## src/rtl/li_expander_if.sv

```systemverilog
// Handshake bundle for the li expander: request side, instruction side and word counter.
// slave is the expander's view; master is the front end / consumer's view.
interface li_expander_if #(
  parameter int unsigned CNT_W = 16
);
  logic             in_valid;
  logic             in_ready;
  logic [4:0]       in_rt;
  logic [31:0]      in_value;
  logic             out_valid;
  logic             out_ready;
  logic [31:0]      out_instr;
  logic             out_last;
  logic [CNT_W-1:0] instr_count;

  modport master (
    output in_valid, in_rt, in_value, out_ready,
    input  in_ready, out_valid, out_instr, out_last, instr_count
  );

  modport slave (
    input  in_valid, in_rt, in_value, out_ready,
    output in_ready, out_valid, out_instr, out_last, instr_count
  );
endinterface

```

## src/rtl/li_expander.sv

```systemverilog
// Expands "li rt, value" into LUI and/or ORI instruction words, one word per output handshake.
// A new request is only taken in IDLE, so back-to-back requests see one idle bubble.
module li_expander #(
  parameter bit          OPTIMIZE = 1'b1,
  parameter int unsigned CNT_W    = 16
) (
  input  logic         clk,
  input  logic         rst,
  li_expander_if.slave bus
);

  typedef enum logic [1:0] {StIdle, StEmitLui, StEmitOri} state_e;

  localparam logic [5:0] OpLui = 6'h0F;
  localparam logic [5:0] OpOri = 6'h0D;

  state_e           r_state;
  logic [4:0]       r_rt;
  logic [15:0]      r_lo;
  logic [31:0]      r_instr;
  logic             r_last;
  logic             r_valid;
  logic [CNT_W-1:0] r_count;

  logic [15:0] w_hi;
  logic [15:0] w_lo;
  logic        w_hs;

  assign w_hi = bus.in_value[31:16];
  assign w_lo = bus.in_value[15:0];
  assign w_hs = r_valid & bus.out_ready;

  always_ff @(posedge clk or posedge rst) begin
    if (rst) begin
      r_state <= StIdle;
      r_rt    <= 5'd0;
      r_lo    <= 16'h0;
      r_instr <= 32'h0;
      r_last  <= 1'b0;
      r_valid <= 1'b0;
      r_count <= '0;
    end else begin
      if (w_hs) r_count <= r_count + CNT_W'(1);
      unique case (r_state)
        StIdle: begin
          if (bus.in_valid) begin
            r_rt    <= bus.in_rt;
            r_lo    <= w_lo;
            r_valid <= 1'b1;
            // A zero upper half (including value==0) becomes a lone ORI from $0.
            if (OPTIMIZE && (w_hi == 16'h0)) begin
              r_state <= StEmitOri;
              r_instr <= {OpOri, 5'd0, bus.in_rt, w_lo};
              r_last  <= 1'b1;
            end else begin
              r_state <= StEmitLui;
              r_instr <= {OpLui, 5'd0, bus.in_rt, w_hi};
              r_last  <= OPTIMIZE && (w_lo == 16'h0);
            end
          end
        end
        StEmitLui, StEmitOri: begin
          if (bus.out_ready) begin
            if (r_last) begin
              r_state <= StIdle;
              r_valid <= 1'b0;
              r_last  <= 1'b0;
            end else begin
              r_state <= StEmitOri;
              r_instr <= {OpOri, r_rt, r_rt, r_lo};
              r_last  <= 1'b1;
            end
          end
        end
        default: r_state <= StIdle;
      endcase
    end
  end

  assign bus.in_ready    = (r_state == StIdle);
  assign bus.out_valid   = r_valid;
  assign bus.out_instr   = r_instr;
  assign bus.out_last    = r_last;
  assign bus.instr_count = r_count;

endmodule

```

## src/flat_wrapper.sv

```systemverilog
// flat-port wrapper written by rule: the top's interface ports become plain ports
module li_expander_flat 
#(
  parameter bit          OPTIMIZE = 1'b1,
  parameter int unsigned CNT_W    = 16
)
  (clk, rst, bus_in_valid, bus_in_rt, bus_in_value, bus_out_ready, bus_in_ready, bus_out_valid, bus_out_instr, bus_out_last, bus_instr_count);
  li_expander_if #(.CNT_W(CNT_W)) bus_i ();
  input  logic clk;
  input  logic rst;
  input wire logic [$bits(bus_i.in_valid)-1:0] bus_in_valid;
  input wire logic [$bits(bus_i.in_rt)-1:0] bus_in_rt;
  input wire logic [$bits(bus_i.in_value)-1:0] bus_in_value;
  input wire logic [$bits(bus_i.out_ready)-1:0] bus_out_ready;
  output wire logic [$bits(bus_i.in_ready)-1:0] bus_in_ready;
  output wire logic [$bits(bus_i.out_valid)-1:0] bus_out_valid;
  output wire logic [$bits(bus_i.out_instr)-1:0] bus_out_instr;
  output wire logic [$bits(bus_i.out_last)-1:0] bus_out_last;
  output wire logic [$bits(bus_i.instr_count)-1:0] bus_instr_count;
  assign bus_i.in_valid = bus_in_valid;
  assign bus_i.in_rt = bus_in_rt;
  assign bus_i.in_value = bus_in_value;
  assign bus_i.out_ready = bus_out_ready;
  assign bus_in_ready = bus_i.in_ready;
  assign bus_out_valid = bus_i.out_valid;
  assign bus_out_instr = bus_i.out_instr;
  assign bus_out_last = bus_i.out_last;
  assign bus_instr_count = bus_i.instr_count;
  li_expander #(.OPTIMIZE(OPTIMIZE), .CNT_W(CNT_W)) u_core (.clk(clk), .rst(rst), .bus(bus_i));
endmodule
```

## config.mk

```make
export PLATFORM = sky130hd
export DESIGN_NAME = li_expander_flat
export DESIGN_NICKNAME = d
export VERILOG_FILES = /design/src/rtl/li_expander_if.sv /design/src/rtl/li_expander.sv /design/src/flat_wrapper.sv
export SDC_FILE = /design/constraint.sdc
export NUM_CORES = 1
export LEC_CHECK = 0
export CELL_PAD_IN_SITES_DETAIL_PLACEMENT = 0
export CELL_PAD_IN_SITES_GLOBAL_PLACEMENT = 1
export CORE_ASPECT_RATIO = 0.7
export CORE_MARGIN = 5
export CORE_UTILIZATION = 34
export DETAILED_ROUTE_END_ITERATION = 8
export HOLD_SLACK_MARGIN = 0.03
export PLACE_DENSITY = 0.83
export RECOVER_POWER = 100
export SETUP_SLACK_MARGIN = 0.15
export SLEW_MARGIN = 20
export SYNTH_ARGS = -nofsm -noshare
export SYNTH_HDL_FRONTEND = slang
export SYNTH_SLANG_ARGS = --single-unit
```

## constraint.sdc

```tcl
create_clock -name clk -period 1.8 [get_ports clk]
set_input_delay 0.18 -clock clk [delete_from_list [all_inputs] [get_ports clk]]
set_output_delay 0.18 -clock clk [all_outputs]
set_load 0.01 [all_outputs]
```

# ---- Yosys cells after proc, flatten, opt, wreduce, memory -nomap -nowiden
# Index checks and enable logic that the tools add are counted.
dict set report word_totals {
  register_bits 73
  in_bits 41
  output_inout_bits 51
  wordCells 44
}
dict set report op_classes {
  add_sub_neg 1
  n_eq_ne 6
  n_mux 19
  n_bitwise 1
  n_reduce_logical 10
}
# cell count
set op_table {}
lappend op_table {{$mux W32} 3}
lappend op_table {{$pmux W32 S2} 1}
lappend op_table {{$logic_not A16 Y1} 2}
lappend op_table {{$mux W28} 1}
lappend op_table {{$add A16 B1 Y16 const B} 1}
lappend op_table {{$mux W2} 4}
lappend op_table {{$reduce_and A4 Y1} 2}
lappend op_table {{$mux W1} 7}
lappend op_table {{$ne A2 B2 Y1 const B} 3}
lappend op_table {{$pmux W1 S2} 2}
lappend op_table {{$pmux W2 S2} 1}
lappend op_table {{$reduce_and A2 Y1} 2}
lappend op_table {{$reduce_and A3 Y1} 1}
lappend op_table {{$eq A2 B1 Y1 const B} 1}
lappend op_table {{$eq A2 B2 Y1 const B} 1}
lappend op_table {{$logic_not A2 Y1} 1}
lappend op_table {{$ne A2 B1 Y1 const B} 1}
lappend op_table {{$reduce_bool A2 Y1} 1}
lappend op_table {{$reduce_or A2 Y1} 1}
lappend op_table {{$and A1 B1 Y1} 1}

# ---- Longest topological paths before layout
dict set report depth {
  depth_word 4
  depth_mapped 8
  depth_no_buf 6
}

# ---- Worst setup path after synthesis
# Ideal clock, no wire load.
dict set report synth_path {
  path_type {reg-to-reg}
  start {reg u_core.r_state[0]}
  end {reg u_core.r_instr[2] (netlist: u_core.bus.out_instr[2])}
  setup_time_ps 147
  arrival_time_ps 1712
  required_ps 1653
  slack_ps -58
  stages_incl_launch_ff 8
  path_buffers 2
  synth_period_minus_slack_ps 1858
  path_cell_list {dfrtp_1 inv_1 ha_1 buf_2 a211o_4 buf_6 a2111oi_2 a311oi_1}
}
dict set report synth_between {
  elab_chain_cells 4
  word_cells_on_any_way 10
  cone_classes {eq/ne: 5; mux: 1; reduce/logical: 4}
}
# item line_no
set synth_rtl {}
lappend synth_rtl {{start, declared} li_expander.sv:17} ;# state_e r_state;
lappend synth_rtl {{start signal, assigned} li_expander.sv:35} ;# r_state <= StIdle;
lappend synth_rtl {{start signal, assigned} li_expander.sv:52} ;# r_state <= StEmitOri;
lappend synth_rtl {{start signal, assigned} li_expander.sv:56} ;# r_state <= StEmitLui;
lappend synth_rtl {{$eq A2 B1 Y1 or $eq A2 B2 Y1 (tied branches)} li_expander.sv:44} ;# unique case (r_state)
lappend synth_rtl {{$reduce_or A2 Y1} li_expander.sv:44}
lappend synth_rtl {{$ne A2 B2 Y1 (no source line) or $reduce_bool A2 Y1 (tied branches)} --}
lappend synth_rtl {{$reduce_and A4 Y1 (no source line)} --}
lappend synth_rtl {{end signal, assigned} li_expander.sv:53} ;# r_instr <= {OpOri, 5'd0, bus.in_rt, w_lo};
lappend synth_rtl {{end signal, assigned} li_expander.sv:57} ;# r_instr <= {OpLui, 5'd0, bus.in_rt, w_hi};
lappend synth_rtl {{end signal, assigned} li_expander.sv:70} ;# r_instr <= {OpOri, r_rt, r_rt, r_lo};
lappend synth_rtl {{end, declared} li_expander.sv:20} ;# logic [31:0] r_instr;
# Parallel ways exist; a longest one is shown, timed or not.
# A chain may end at the register's enable or synchronous reset.

# ---- Final worst setup path
dict set report layout_path {
  start {reg u_core.r_state[1]}
  end {reg u_core.r_instr[11] (netlist: u_core.bus.out_instr[11])}
}
# The elaborated chain is that of the path after synthesis.

==> metrics.md <==
| Metric | Value |
|---|---|
| Final Cell Area | `5700 um^2` |
| Worst-case reg-to-reg path depth | `9` |
| 1st-pass router iterations | `4` |
| Synth Area in XOR/XNOR | `0.0403` |
| Final setup viols | `10` |
| Chip Width | `approximately 130 um` |
| Starting density of the core | `0.354` |
| Arrival time worst endpoint | `2020 ps` |
| Vias/cell | `5.15` |
| Sequential-to-total area share from yosys stat | `0.530` |
| FF-to-FF Start | `u_core.r_state[1]$_DFFE_PP0P_` |
| Fin. Hold Viols | `0` |
| Synthesized flop and latch total | `69` |
| Area grow syn2layout | `74.8%` |
| Synth Area per Inst | `11.9 um^2` |
| Final wirelength | `between 10 and 15 mm` |
| Synthesized-area fraction occupied by adder cells | `0.0115` |
| Warnings, synthesis | `0` |
| Clock Tree Buf Depth | `2` |
| Share of layout cells above drive strength 1 | `0.366` |
| Period minus WS final | `approximately 1800 ps` |
| Filler cells | `~710` |
| RSZ-0062 raised after global routing | `true` |
| Setup_tns | `-122 ps` |
| Antenna viol nets, final | `0` |
| Root Buffer | `clkbuf_16` |
| Setup ws final | `-25.8 ps` |
| Final clock skew | `4.98 ps` |
| Mux contribution to synthesized area | `0.0760` |
| Post-layout instance count excluding filler cells | `558` |
| Synth Area in Compound Gates | `0.165` |
| Die area | `11700 um^2` |
| N_diodes | `0` |
| Hold buffers post-CTS | `0` |
| Max-slew violations | `0` |
| Grt total ovfl | `0` |
| Final period utilization | `1.01` |
| Initial antenna violation count | `0` |
| Yosys cell types | `39` |
| Max-slew headroom | `0.486` |
| Failing checks | `negative setup slack` |
| Total design power | `11.0 mW` |
| DRC violations left | `0` |
| Clk Latency, worst-skew pair | `330 ps` |
| Place WS | `-334 ps` |
| CP required | `1990 ps` |
| Worst-path maximum fanout | `7` |
| Outcome | `finished with violations` |
| DP Area | `about 4700 um^2` |
| Estimated wirelength of the detail-placed design | `7.06 mm` |
| Number of sinks on the clock net | `69` |
| Setup crit start | `u_core.r_state[1]$_DFFE_PP0P_` |
| Post-synthesis simple-gate area fraction | `0.117` |
| Largest family of logic cells by synthesized area | `compound AO/OA/AOI/OAI gates` |
| H-tree depth | `3` |
| WL per Instance | `19.4 um` |
| Area of the multi-input gates | `1760 um^2` |
| TritonCTS buffer count | `9` |
| Clk pin slew, worst setup/hold paths | `60 ps` |
| Max_cap viols | `0` |
| All-layer global routing usage | `0.181` |
| Largest net degree at the start of global routing | `35` |
| Core ar. | `9220 um^2` |
| RePlAce Congestion | `0.800` |
| Synthesized area | `3260 um^2` |
| Die height | `91.9 um` |
| Critical path class | `reg2reg` |
| Layout net count | `473` |
| IO Port Bufs | `89` |
| First-pass GRT wire length | `16.6 mm` |
| Max Freq | `about 550 MHz` |
| Peak VDD IR | `a little over 0.9 mV` |
| DR iter-0 viols | `a little over 200` |
| Critical path launch point type | `register` |
| Slew @ Worst Pin | `770 ps` |
| Post-Syn Instances | `275` |
| Reg-to-Reg End | `u_core.bus.out_instr[11]$_DFFE_PP0P_` |
| Min-delay worst type | `in2async` |
| Vias in the first global route | `3052` |
| # IOs | `92` |
| Register area | `approximately 1700 um^2` |
| Vias | `2871` |
| Flop2flop setup slack | `-30 ps` |
| Dpl cells | `about 520` |
| P_leak | `2.37 nW` |
| Crit path to | `u_core.bus.out_instr[11]$_DFFE_PP0P_` |
| CP endpoint kind | `register` |
| Num rows | `29` |
| CTS tree | `yes` |
| Pwr Density | `1920 nW/um^2` |
-- layout make-up --
class / count / area share
inverter: 20 / 0.0134
clock inverter: 6 / 0.0235
multi-input combinational: 168 / 0.308
sequential: 69 / 0.303
tap: 124 / 0.0272
clock buffer: 10 / 0.0419
timing repair buffer: 161 / 0.283
-- cell families (layout without fill, tap and decap cells) --
group | count (synthesis) | in the layout
adder cells (fa/ha/maj) | 3 | 3
multiplexers | 22 | 22
AO/OA/AOI/OAI | 55 | 55
XOR/XNOR | 15 | 15
flip-flops | 69 | 69
other | 1 | 2
buffers and inverters | 39 | 197
AND/OR/NAND/NOR | 71 | 71
-- cells in the final DEF (no fill, tap or decap), drive strengths merged, types with 10 or more instances in the layout --
cell           instances
clkbuf                15
xnor2                 12
a2111oi               16
dlygate4sd3           50
clkdlybuf4s50         36
nand2                 10
a311oi                16
nor4                  10
inv                   19
buf                   67
dfrtp                 69
nor2                  25
mux2                  22
-- sequential cells by signal (all words and copies together), names as in the netlist --
name / flops
u_core.bus.out_valid: 1
u_core.bus.instr_count: 16
u_core.r_rt: 5
u_core.r_lo: 16
u_core.bus.out_instr: 28
u_core.r_state: 2
u_core.bus.out_last: 1
-- metal layers --
layer	wire [um]	global-route usage	vias to the layer above
met4	119	0.0366	0
met1	5030	0.249	1444
met2	4990	0.281	98
met3	670	0.0604	12
li1	-	-	1317
met5	0	0	-
-- where the power goes --
group | switching [mW] | leakage (nW) | internal [mW] | total, mW
combinational | 2.80 | 1.36 | 3.23 | 6.03
clock | 0.671 | 0.183 | 1.53 | 2.20
sequential | 0.487 | 0.824 | 2.23 | 2.72
-- cells in the mapped netlist --
cell type	instances	area [um^2]
dfrtp_1	69	1730
nor2_1	25	93.8
mux2_2	22	248
inv_1	20	75.1
a311oi_1	16	140
xnor2_1	12	105
a2111oi_2	10	150
nand2_1	10	37.5
nor4_1	10	62.6
clkbuf_1	8	30.0
buf_4	7	52.6
nand3_1	7	35.0
a21oi_1	6	30.0
nand4_1	6	37.5
a2111oi_0	5	43.8
a22o_1	5	43.8
o22ai_1	5	31.3
nand2b_1	4	25.0
ha_1	3	37.5
xor2_1	3	26.3
and4_1	2	17.5
buf_2	2	10.0
buf_6	2	22.5
a2111oi_4	1	27.5
a211o_4	1	17.5
a211oi_4	1	20.0
a31oi_1	1	6.26
and2_1	1	6.26
and3_1	1	6.26
conb_1	1	3.75
nand2b_4	1	13.8
nor2b_4	1	13.8
nor3b_2	1	12.5
nor4b_2	1	15.0
o21ai_0	1	5.00
o21bai_1	1	7.51
o2bb2ai_1	1	8.76
o31ai_1	1	7.51
or2_2	1	6.26
-- per-stage QoR --
| step | util | hold WS (ps) |
|---|---|---|
| floorplan | - | 330 |
| global placement | 0.507 | 463 |
| detailed placement | 0.507 | 474 |
| CTS | 0.601 | 195 |
| global route | 0.618 | 432 |
| finish | 0.618 | 372 |
-- worst max-delay path: stages (launching register included) --
cell	delay (ps)
dfrtp_1	400
inv_2	80
ha_4	210
buf_8	130
a211oi_4	260
buf_4	160
buf_6	100
buf_16	110
buf_8	120
a311oi_2	100
-- worst min-delay path by stage --
stage	slack (ps)	to	cells after the start
floorplan	330	u_core.r_lo[13]$_DFFE_PP0P_	1
global placement	460	u_core.bus.instr_count[15]$_DFFE_PP0P_	1
detailed placement	470	u_core.bus.instr_count[15]$_DFFE_PP0P_	1
CTS	190	u_core.bus.out_instr[24]$_DFFE_PP0P_	2
global route	430	u_core.bus.out_instr[22]$_DFFE_PP0P_	2
finish	370	u_core.bus.out_instr[22]$_DFFE_PP0P_	2
-- timing repair --
action / 4_1_cts / 5_1_grt
buffers inserted: 15 / 9
endpoints found under the setup margin: 28 / 34
pin swaps: 15 / 21
resized for setup: 51 / 29
gates cloned: 3 / 0
(Power assumes the default switching activity.)
